`config.mk`:
```
export PLATFORM = sky130hd
export DESIGN_NAME = cmos_rgb565_capture
export DESIGN_NICKNAME = d
export VERILOG_FILES = /design/src/rtl/cmos_rgb565_capture_pkg.sv /design/src/rtl/cmos_rgb565_capture_rgb565_to_rgb888.sv /design/src/rtl/cmos_rgb565_capture.sv
export SDC_FILE = /design/constraint.sdc
export NUM_CORES = 1
export LEC_CHECK = 0
export CAP_MARGIN = 5
export CORE_AREA = 2 2 70 72
export DETAILED_ROUTE_END_ITERATION = 10
export DIE_AREA = 0 0 72 74
export PLACE_DENSITY = 0.81
export SYNTH_ARGS = -nofsm -noshare
export SYNTH_HDL_FRONTEND = slang
export SYNTH_SLANG_ARGS = --single-unit
```
`constraint.sdc`:
```
create_clock -name clk -period 2.6 [get_ports clk]
set_clock_uncertainty 0.05 [all_clocks]
set_input_delay 0.78 -clock clk [delete_from_list [all_inputs] [get_ports clk]]
set_output_delay 0.78 -clock clk [all_outputs]
set_load 0.005 [all_outputs]
```
`src/rtl/cmos_rgb565_capture_pkg.sv`:
```
// rtl/cmos_rgb565_capture_pkg.sv - shared constants for the DVP RGB565 capture front end
package cmos_rgb565_capture_pkg;

  localparam int R_MSB = 15;
  localparam int G_MSB = 10;
  localparam int B_MSB = 4;

  localparam int PIX_CNT_W = 12;

  localparam logic BYTE0 = 1'b0;
  localparam logic BYTE1 = 1'b1;

  typedef struct packed {
    logic [7:0] red;
    logic [7:0] green;
    logic [7:0] blue;
  } rgb888_t;

endpackage

```
`src/rtl/cmos_rgb565_capture_rgb565_to_rgb888.sv`:
```
// rtl/cmos_rgb565_capture_rgb565_to_rgb888.sv - combinational RGB565 to RGB888 bit-replication expander
module rgb565_to_rgb888
  import cmos_rgb565_capture_pkg::*;
(
  input  logic [15:0] i_rgb565,
  output logic [7:0]  o_red,
  output logic [7:0]  o_green,
  output logic [7:0]  o_blue
);

  logic [4:0] w_r5;
  logic [5:0] w_g6;
  logic [4:0] w_b5;

  assign w_r5 = i_rgb565[R_MSB -: 5];
  assign w_g6 = i_rgb565[G_MSB -: 6];
  assign w_b5 = i_rgb565[B_MSB -: 5];

  // Replicating the MSBs into the LSBs maps full-scale codes to 0xFF exactly.
  assign o_red   = {w_r5, w_r5[4:2]};
  assign o_green = {w_g6, w_g6[5:4]};
  assign o_blue  = {w_b5, w_b5[4:2]};

endmodule

```
`src/rtl/cmos_rgb565_capture.sv`:
```
// rtl/cmos_rgb565_capture.sv - DVP byte stream to gated RGB888 video bus with start-up frame skip
module cmos_rgb565_capture
  import cmos_rgb565_capture_pkg::*;
#(
  parameter int FRAME_SKIP    = 10,
  parameter int H_PIXELS      = 640,
  parameter int HI_BYTE_FIRST = 1
) (
  input  logic       clk,
  input  logic       rst,
  input  logic       cmos_vsync,
  input  logic       cmos_href,
  input  logic       cmos_de,
  input  logic [7:0] cmos_data,
  output logic       post_frame_vsync,
  output logic       post_frame_href,
  output logic       post_frame_clken,
  output logic [7:0] post_img_red,
  output logic [7:0] post_img_green,
  output logic [7:0] post_img_blue,
  output logic       frame_valid,
  output logic       byte_err,
  output logic       line_err
);

  localparam int FCW = (FRAME_SKIP > 0) ? $clog2(FRAME_SKIP + 1) : 1;
  localparam logic [FCW-1:0]       SKIP_TGT = FCW'(FRAME_SKIP);
  localparam logic [PIX_CNT_W-1:0] H_TGT    = PIX_CNT_W'(H_PIXELS);
  localparam logic [PIX_CNT_W-1:0] PIX_MAX  = '1;

  logic                 r_vsync_d;
  logic                 r_href_d;
  logic [FCW-1:0]       r_frame_cnt;
  logic                 r_frame_valid;
  logic                 r_state;
  logic [7:0]           r_byte;
  logic [PIX_CNT_W-1:0] r_pix_cnt;
  logic                 r_vsync_o;
  logic                 r_href_o;
  logic                 r_clken;
  logic [7:0]           r_red;
  logic [7:0]           r_green;
  logic [7:0]           r_blue;
  logic                 r_byte_err;
  logic                 r_line_err;

  logic        w_vsync_rise;
  logic        w_href_rise;
  logic        w_href_fall;
  logic        w_strobe;
  logic        w_valid_next;
  logic        w_pix_done;
  logic [15:0] w_word;
  logic [7:0]  w_red;
  logic [7:0]  w_green;
  logic [7:0]  w_blue;

  assign w_vsync_rise = cmos_vsync & ~r_vsync_d;
  assign w_href_rise  = cmos_href & ~r_href_d;
  assign w_href_fall  = ~cmos_href & r_href_d;
  assign w_strobe     = cmos_de & cmos_href;

  // Gate opens on the enabling vsync edge itself so that frame's vsync is forwarded.
  assign w_valid_next = r_frame_valid | (w_vsync_rise & (r_frame_cnt == SKIP_TGT));

  // A strobe coincident with href rising always starts a new pair.
  assign w_pix_done = w_strobe & (r_state == BYTE1) & ~w_href_rise;
  assign w_word     = (HI_BYTE_FIRST != 0) ? {r_byte, cmos_data} : {cmos_data, r_byte};

  rgb565_to_rgb888 u_expand (
    .i_rgb565 (w_word),
    .o_red    (w_red),
    .o_green  (w_green),
    .o_blue   (w_blue)
  );

  always_ff @(posedge clk) begin
    if (rst) begin
      r_vsync_d     <= cmos_vsync;
      r_href_d      <= cmos_href;
      r_frame_cnt   <= '0;
      r_frame_valid <= 1'b0;
      r_state       <= BYTE0;
      r_byte        <= '0;
      r_pix_cnt     <= '0;
      r_vsync_o     <= 1'b0;
      r_href_o      <= 1'b0;
      r_clken       <= 1'b0;
      r_red         <= '0;
      r_green       <= '0;
      r_blue        <= '0;
      r_byte_err    <= 1'b0;
      r_line_err    <= 1'b0;
    end else begin
      r_vsync_d <= cmos_vsync;
      r_href_d  <= cmos_href;

      if (w_vsync_rise) begin
        if (r_frame_cnt == SKIP_TGT) begin
          r_frame_valid <= 1'b1;
        end else begin
          r_frame_cnt <= r_frame_cnt + 1'b1;
        end
      end

      r_vsync_o <= cmos_vsync & w_valid_next;
      r_href_o  <= cmos_href & w_valid_next;
      r_clken   <= w_pix_done & w_valid_next;

      if (w_href_rise) begin
        r_pix_cnt <= '0;
        if (w_strobe) begin
          r_byte  <= cmos_data;
          r_state <= BYTE1;
        end else begin
          r_state <= BYTE0;
        end
      end else if (w_href_fall) begin
        r_state <= BYTE0;
        if (r_frame_valid) begin
          if (r_state == BYTE1) r_byte_err <= 1'b1;
          if (r_pix_cnt != H_TGT) r_line_err <= 1'b1;
        end
      end else if (w_strobe) begin
        if (r_state == BYTE0) begin
          r_byte  <= cmos_data;
          r_state <= BYTE1;
        end else begin
          r_state <= BYTE0;
          if (r_pix_cnt != PIX_MAX) r_pix_cnt <= r_pix_cnt + 1'b1;
        end
      end

      if (w_pix_done & w_valid_next) begin
        r_red   <= w_red;
        r_green <= w_green;
        r_blue  <= w_blue;
      end
    end
  end

  assign post_frame_vsync = r_vsync_o;
  assign post_frame_href  = r_href_o;
  assign post_frame_clken = r_clken;
  assign post_img_red     = r_red;
  assign post_img_green   = r_green;
  assign post_img_blue    = r_blue;
  assign frame_valid      = r_frame_valid;
  assign byte_err         = r_byte_err;
  assign line_err         = r_line_err;

endmodule

```
==> results of run 1 <==
-- cells by family (layout without fill, tap and decap cells) --
logic type	after synthesis	after routing	synth area share (%)
AOI/OAI and AO/OA	33	33	8.94
xor gates and xnor gates	2	2	0.768
adders and majority gates	6	6	3.29
buffers and inverters	25	68	6.64
DFF	49	49	43.0
muxes	24	24	10.5
and+or+nand+nor	102	102	26.8
-- final cells by class --
cell class,count,share of cell area (%)
clock inverters,2,0.484
well taps,54,2.38
clock buffers,6,2.55
inverters,7,0.924
repair buffers,53,18.6
multi-input cells,167,40.6
flip-flops and latches,49,34.5
-- flip-flops by register name, summed over array words and instances, names as in the netlist, 4 cells and up --
register and cells:
post_img_green 6, r_pix_cnt 12, post_img_red 5, r_frame_cnt 4
r_byte 8, post_img_blue 5
-- layer usage --
metal  vias up  GRT usage, %  share of wire, %
li1        917             -                 -
met1       824          19.8                47
met2        57          28.1                45
met3        12          4.34               5.5
met4         0          10.1               3.3
met5         -             0                 0
-- worst paths after layout --
kind                      from              end  slack (ns)  cells after the start
hold / removal       r_byte[4]  post_img_red[4]        0.43                      2
hold reg to reg      r_byte[4]  post_img_red[4]        0.43                      2
setup reg to reg  r_pix_cnt[0]     r_pix_cnt[2]        0.68                      5
setup / recovery     cmos_href     r_pix_cnt[8]        0.17                      7
-- cells in the mapped netlist, types with 2 or more instances --
library cell	n
nand2b_1	32
o21ai_0	9
or3_1	7
nor4_1	2
buf_4	10
a21oi_1	12
a211oi_1	2
nand4_1	6
nor3_1	2
clkbuf_1	4
dfxtp_1	49
ha_1	6
buf_6	2
a31o_2	2
and2_1	3
and4b_1	2
inv_1	7
nor2b_1	3
nand2_1	8
nor2_1	20
mux2i_1	24
o31ai_1	2
nand3_1	5
-- tightest hold or removal path, stage by stage, from the launching register on --
cell,delay [ns]
dfxtp_1,0.32
nand2b_1,0.06
mux2i_1,0.06
-- power groups by stage --
stage                     combinational [mW]  clock (mW)  sequential, mW
final                                  0.104       0.448           0.771
after global routing                   0.115       0.488           0.773
after CTS                              0.106       0.462           0.771
after detailed placement               0.105           0           0.789
after global placement                 0.103           0           0.788
after floorplan                       0.0605           0           0.786
-- metrics by stage --
stage | area, um^2 | total power [mW] | hold WS (ns)
finish | 2840 | 1.32 | 0.428
global route | 2840 | 1.38 | 0.446
CTS | 2840 | 1.34 | 0.429
global placement | 2760 | 0.891 | 0.405
detailed placement | 2760 | 0.894 | 0.413
floorplan | 2280 | 0.847 | 0.401
-- layout by cell type, fill, tap and decap left out, types with 2 or more instances in the layout --
| master | Yosys | routed |
|---|---|---|
| a211oi_1 | 2 | 2 |
| a21oi_1 | 12 | 12 |
| a31o_2 | 2 | 2 |
| and2_1 | 3 | 3 |
| and4b_1 | 2 | 2 |
| buf_12 | 0 | 2 |
| buf_4 | 10 | 9 |
| clkbuf_8 | 0 | 5 |
| clkdlybuf4s50_1 | 0 | 42 |
| dfxtp_1 | 49 | 49 |
| ha_1 | 6 | 6 |
| inv_1 | 7 | 7 |
| mux2i_1 | 24 | 24 |
| nand2_1 | 8 | 8 |
| nand2b_1 | 32 | 32 |
| nand3_1 | 5 | 5 |
| nand4_1 | 6 | 6 |
| nor2_1 | 20 | 20 |
| nor2b_1 | 3 | 3 |
| nor3_1 | 2 | 2 |
| nor4_1 | 2 | 2 |
| o21ai_0 | 9 | 9 |
| o31ai_1 | 2 | 2 |
| or3_1 | 7 | 7 |
==> results.yml, run 1 <==
run_status:
  status: "completed"
route:
  ant_nets: 0
  drt_iter0_drc: 63
  vias: 1810
  via_per_inst: 5.36
  wl_per_cell_um: 12.5
  drc: 0
  drt-total-wl_mm: 4.23
  firstDrtPassIters: 4
yosys:
  seq_area_frac_synth_pct: 43.0
  synth_warnings: 0
  synth_area_leaders: "dfxtp_1 (43%), mux2i_1 (11%), nand2b_1 (8.8%)"
  syn_area_um2: 2280
  ys_ff_latch: 49
  yosys.area.top_type_share_pct: 43.0
  synth_top_area_cell: "dfxtp_1"
  ys_types: 45
  synth_nets: 260
  async_flop_share_pct: 0
  syn_avg_cell_area_um2: 9.46
  synth_flop_cell: "dfxtp_1"
  synth_edf_count: 0
  syn_inst: 241
setup_path:
  critical_path.max_stage_delay_ns: 0.47
  crit_fanout: 7
  crit_arrival_ns: 2.62
  crit_buf_inv: 2
  end_kind: "flop"
  cp_slowest_cell: "clkdlybuf4s50_1"
  path_cells: "clkdlybuf4s50_1, inv_1, ha_1, and4b_1, nand2_1, or4_1, a21oi_1"
  worstSetupPathType: "in -> reg"
  start_kind: "input pin"
  cp.required_ns: 2.79
  critical_path.top_delay_family: "simple AND/OR/NAND/NOR gates"
finish:
  syn2layout_area_growth_pct: 24.6
  multi_input_area_um2: 1150
  final_util_pct: 61.8
  regArea_um2: 981
  stdcell_count: 338
  n_fill_cell: 402
  layout-drive-gt1-share_pct: 9.51
  finish.net_count: 302
  antenna_cells: 0
floorplan:
  die_y_um: 74
  die-width_um: 72
  coreArea_um2: 4600
  start_util_pct: 49.6
  rows: 25
  io_pins: 43
  dieArea_um2: 5330
pwr:
  power.share.sequential_pct: 58.3
  vdd_drop_max_mv: 0.286
  clkPwrFrac_pct: 33.8
  p_comb_share_pct: 7.9
  leakagePower_nw: 0.984
  p_sw_uw: 313
  sw_frac_of_total_pct: 23.6
  power_density_nw_per_um2: 465
  internal-power_mw: 1.01
placement:
  place_ws_ns: -0.135
  detailed_place_hpwl_mm: 3.03
  routabilityCongestion: 0.855
  numPortBuffers: 42
  placed_cells: 330
timing:
  clock.fmax_ghz: 0.411
  final-hold-violation-count: 0
  worst_slack_ns: 0.168
  maxSlewViolCount: 0
  tightest_slew_ns: 0.715
  finalSetupViolCount: 0
  slew_headroom_pct: 52.0
  layout_min_cycle_time_ns: 2.43
  rsz0062_at_grt: "false"
  fin_tns_setup_ns: 0
  min_period_over_period_pct: 93.6
clock_tree:
  cts_buffers: 5
  ctsResizeCount: 0
  postCtsSetupRepairBufs: 0
  clkTransAtPathRegs_ns: 0.09
  hold_buffers: 0
  cts_max_level: 2
  clock-sinks: 49
  clk_latency_ns: 0.30
  clockBufferDepth: 2
  cts_tree: "yes"
  cts_root_buf: "clkbuf_8"
global_route:
  grt_pass1_wl_mm: 7.00
  grt_max_degree: 42
  track_usage_pct: 16.9
  grt_antenna_before_repair: 0
  first_global_vias: 1628
  grt-ovfl-total: 0
hold_path:
  hp-class: "reg -> reg"
flow_run:
  cap_violations: 0
(Power assumes the default switching activity.)
==> run 2: changes to the inputs <==
- SLEW_MARGIN: unset -> 30
==> results of run 2 <==
Final layout, timing and power as in run 1 (identical DEF).
==> run 3: changes to the inputs <==
- CTS_CLUSTER_SIZE: unset -> 25
- PLACE_DENSITY: 0.81 -> 0.77
==> run 3 against run 2 <==
Effect of this change:
- non-clock buffer count is the same
- register-to-register slack lost 0.05 ns
- sequential cell count is the same
- final cell count shrank 0.30%
==> results.yml, run 3 (synthesis results as in run 1) <==
finish:
  final_area_um2: 2850
  layout_common_cells: "dfxtp_1 (49), clkdlybuf4s50_1 (42), nand2b_1 (32), mux2i_1 (24), nor2_1 (20)"
  syn2layout_area_growth_pct: 24.8
  layout-drive-gt1-share_pct: 9.54
  stdcell_count: 337
  finish.net_count: 302
  final_common_cell: "dfxtp_1"
  antenna_cells: 0
  n_fill_cell: 402
  largest_register: "r_pix_cnt"
  final_util_pct: 61.9
  largest_reg_flops: 12
timing:
  min_period_over_period_pct: 90.7
  clock.fmax_ghz: 0.424
  layout_min_cycle_time_ns: 2.36
  final-hold-violation-count: 0
  rsz0062_at_grt: "false"
  tightest_slew_ns: 0.734
  finalSetupViolCount: 0
  whs_ns: 0.424
  slew_headroom_pct: 50.7
  worst_slack_ns: 0.243
  maxSlewViolCount: 0
floorplan:
  dieArea_um2: 5330
  rows: 25
  start_util_pct: 49.6
  io_pins: 43
  die-width_um: 72
  die_y_um: 74
  coreArea_um2: 4600
flow_run:
  cap_violations: 0
placement:
  routabilityCongestion: 0.802
  detailed_place_hpwl_mm: 3.00
  placed_area_um2: 2760
  numPortBuffers: 42
  placed_cells: 330
  place_ws_ns: -0.0522
setup_path:
  r2r-end: "r_pix_cnt[7]"
  r2r_start: "r_pix_cnt[0]"
  worstSetupPathType: "in -> reg"
  cp.required_ns: 2.78
  r2r_slack_ns: 0.63
  reg2regPathDepth: 5
  start_kind: "input pin"
  cp_slowest_cell: "clkdlybuf4s50_1"
  critical_path.max_stage_delay_ns: 0.47
  path_cells: "clkdlybuf4s50_1, inv_1, ha_1, and4b_1, buf_4, nand4_1, or3_1, a21oi_1"
  crit_arrival_ns: 2.54
  end_kind: "flop"
  crit_fanout: 5
hold_path:
  hp-start: "r_byte[1]"
  hp-class: "reg -> reg"
  hold_end: "post_img_green[6]"
  min_path_cells: 2
clock_tree:
  clock-sinks: 49
  clockBufferDepth: 2
  ctsResizeCount: 0
  cts_max_level: 2
  postCtsSetupRepairBufs: 0
  cts_buffers: 5
  clk_latency_ns: 0.30
  clkTransAtPathRegs_ns: 0.08
  hold_buffers: 0
  cts_root_buf: "clkbuf_8"
  cts_tree: "yes"
route:
  wl_per_cell_um: 12.7
  drc: 0
  firstDrtPassIters: 4
  via_per_inst: 5.36
  drt_iter0_drc: 73
  drt-total-wl_mm: 4.28
  vias: 1805
  ant_nets: 0
global_route:
  track_usage_pct: 17.0
  grt_antenna_before_repair: 0
  grt_pass1_wl_mm: 7.20
  grt-ovfl-total: 0
  first_global_vias: 1597
  grt_max_degree: 51
run_status:
  status: "completed"
pwr:
  vdd_drop_max_mv: 0.369
  power_density_nw_per_um2: 467
  leakagePower_nw: 0.982
-- run 3: cell types whose count changed in the layout (fill, tap and decap cells not counted) --
cell,before,now
clkinv_2,1,0
clkbuf_8,5,6
clkinvlp_4,0,1
inv_6,1,0
clkbuf_1,1,0
-- run 3: how the worst max path moves through the flow --
stage	startpoint	to	slack [ns]	depth (start not counted)
4_1_cts	cmos_href	r_pix_cnt[7]	0.27	8
2_1_floorplan	cmos_href	r_pix_cnt[8]	0.44	7
3_3_place_gp	cmos_href	r_pix_cnt[7]	0.0001	8
5_1_grt	cmos_href	r_pix_cnt[10]	0.10	7
6_report	cmos_href	r_pix_cnt[7]	0.24	8
3_5_place_dp	cmos_href	r_pix_cnt[7]	-0.05	8
-- run 3: power breakdown --
group	leakage (nW)	internal [mW]	total, mW	switching (mW)
sequential	0.397	0.762	0.771	0.00877
clock	0.0433	0.211	0.454	0.243
combinational	0.542	0.0562	0.104	0.0477
total	0.982	1.03	1.33	0.300
-- run 3: area by class of cell --
class	instances	area [um^2]	area share, %
tap	54	67.6	2.37
clock inverter	1	7.51	0.264
multi-input combinational	167	1150	40.5
clock buffer	6	82.6	2.90
sequential	49	981	34.5
inverter	7	26.3	0.923
timing repair buffer	53	528	18.5
-- run 3: routing by layer --
layer  vias up  GRT usage, %  routed length (um)
li1        912             -                   -
met3         6          4.61                 234
met5         -             0                   0
met1       840          20.9                1970
met4         0          5.24                  51
met2        47          29.4                2020
-- run 3: through the flow --
| stage | TNS [ns] | power [mW] |
|---|---|---|
| 3_3_place_gp | 0 | 0.891 |
| 3_5_place_dp | -0.314 | 0.893 |
| 5_1_grt | 0 | 1.39 |
| 2_1_floorplan | 0 | 0.847 |
| 6_report | 0 | 1.33 |
| 4_1_cts | 0 | 1.35 |
-- run 3: critical path: cells and delay by family --
kind            cells  cell delay (ns)
simple gates        3             0.73
fa+ha+maj           1             0.21
buf+inv             3             0.68
compound gates      1             0.13
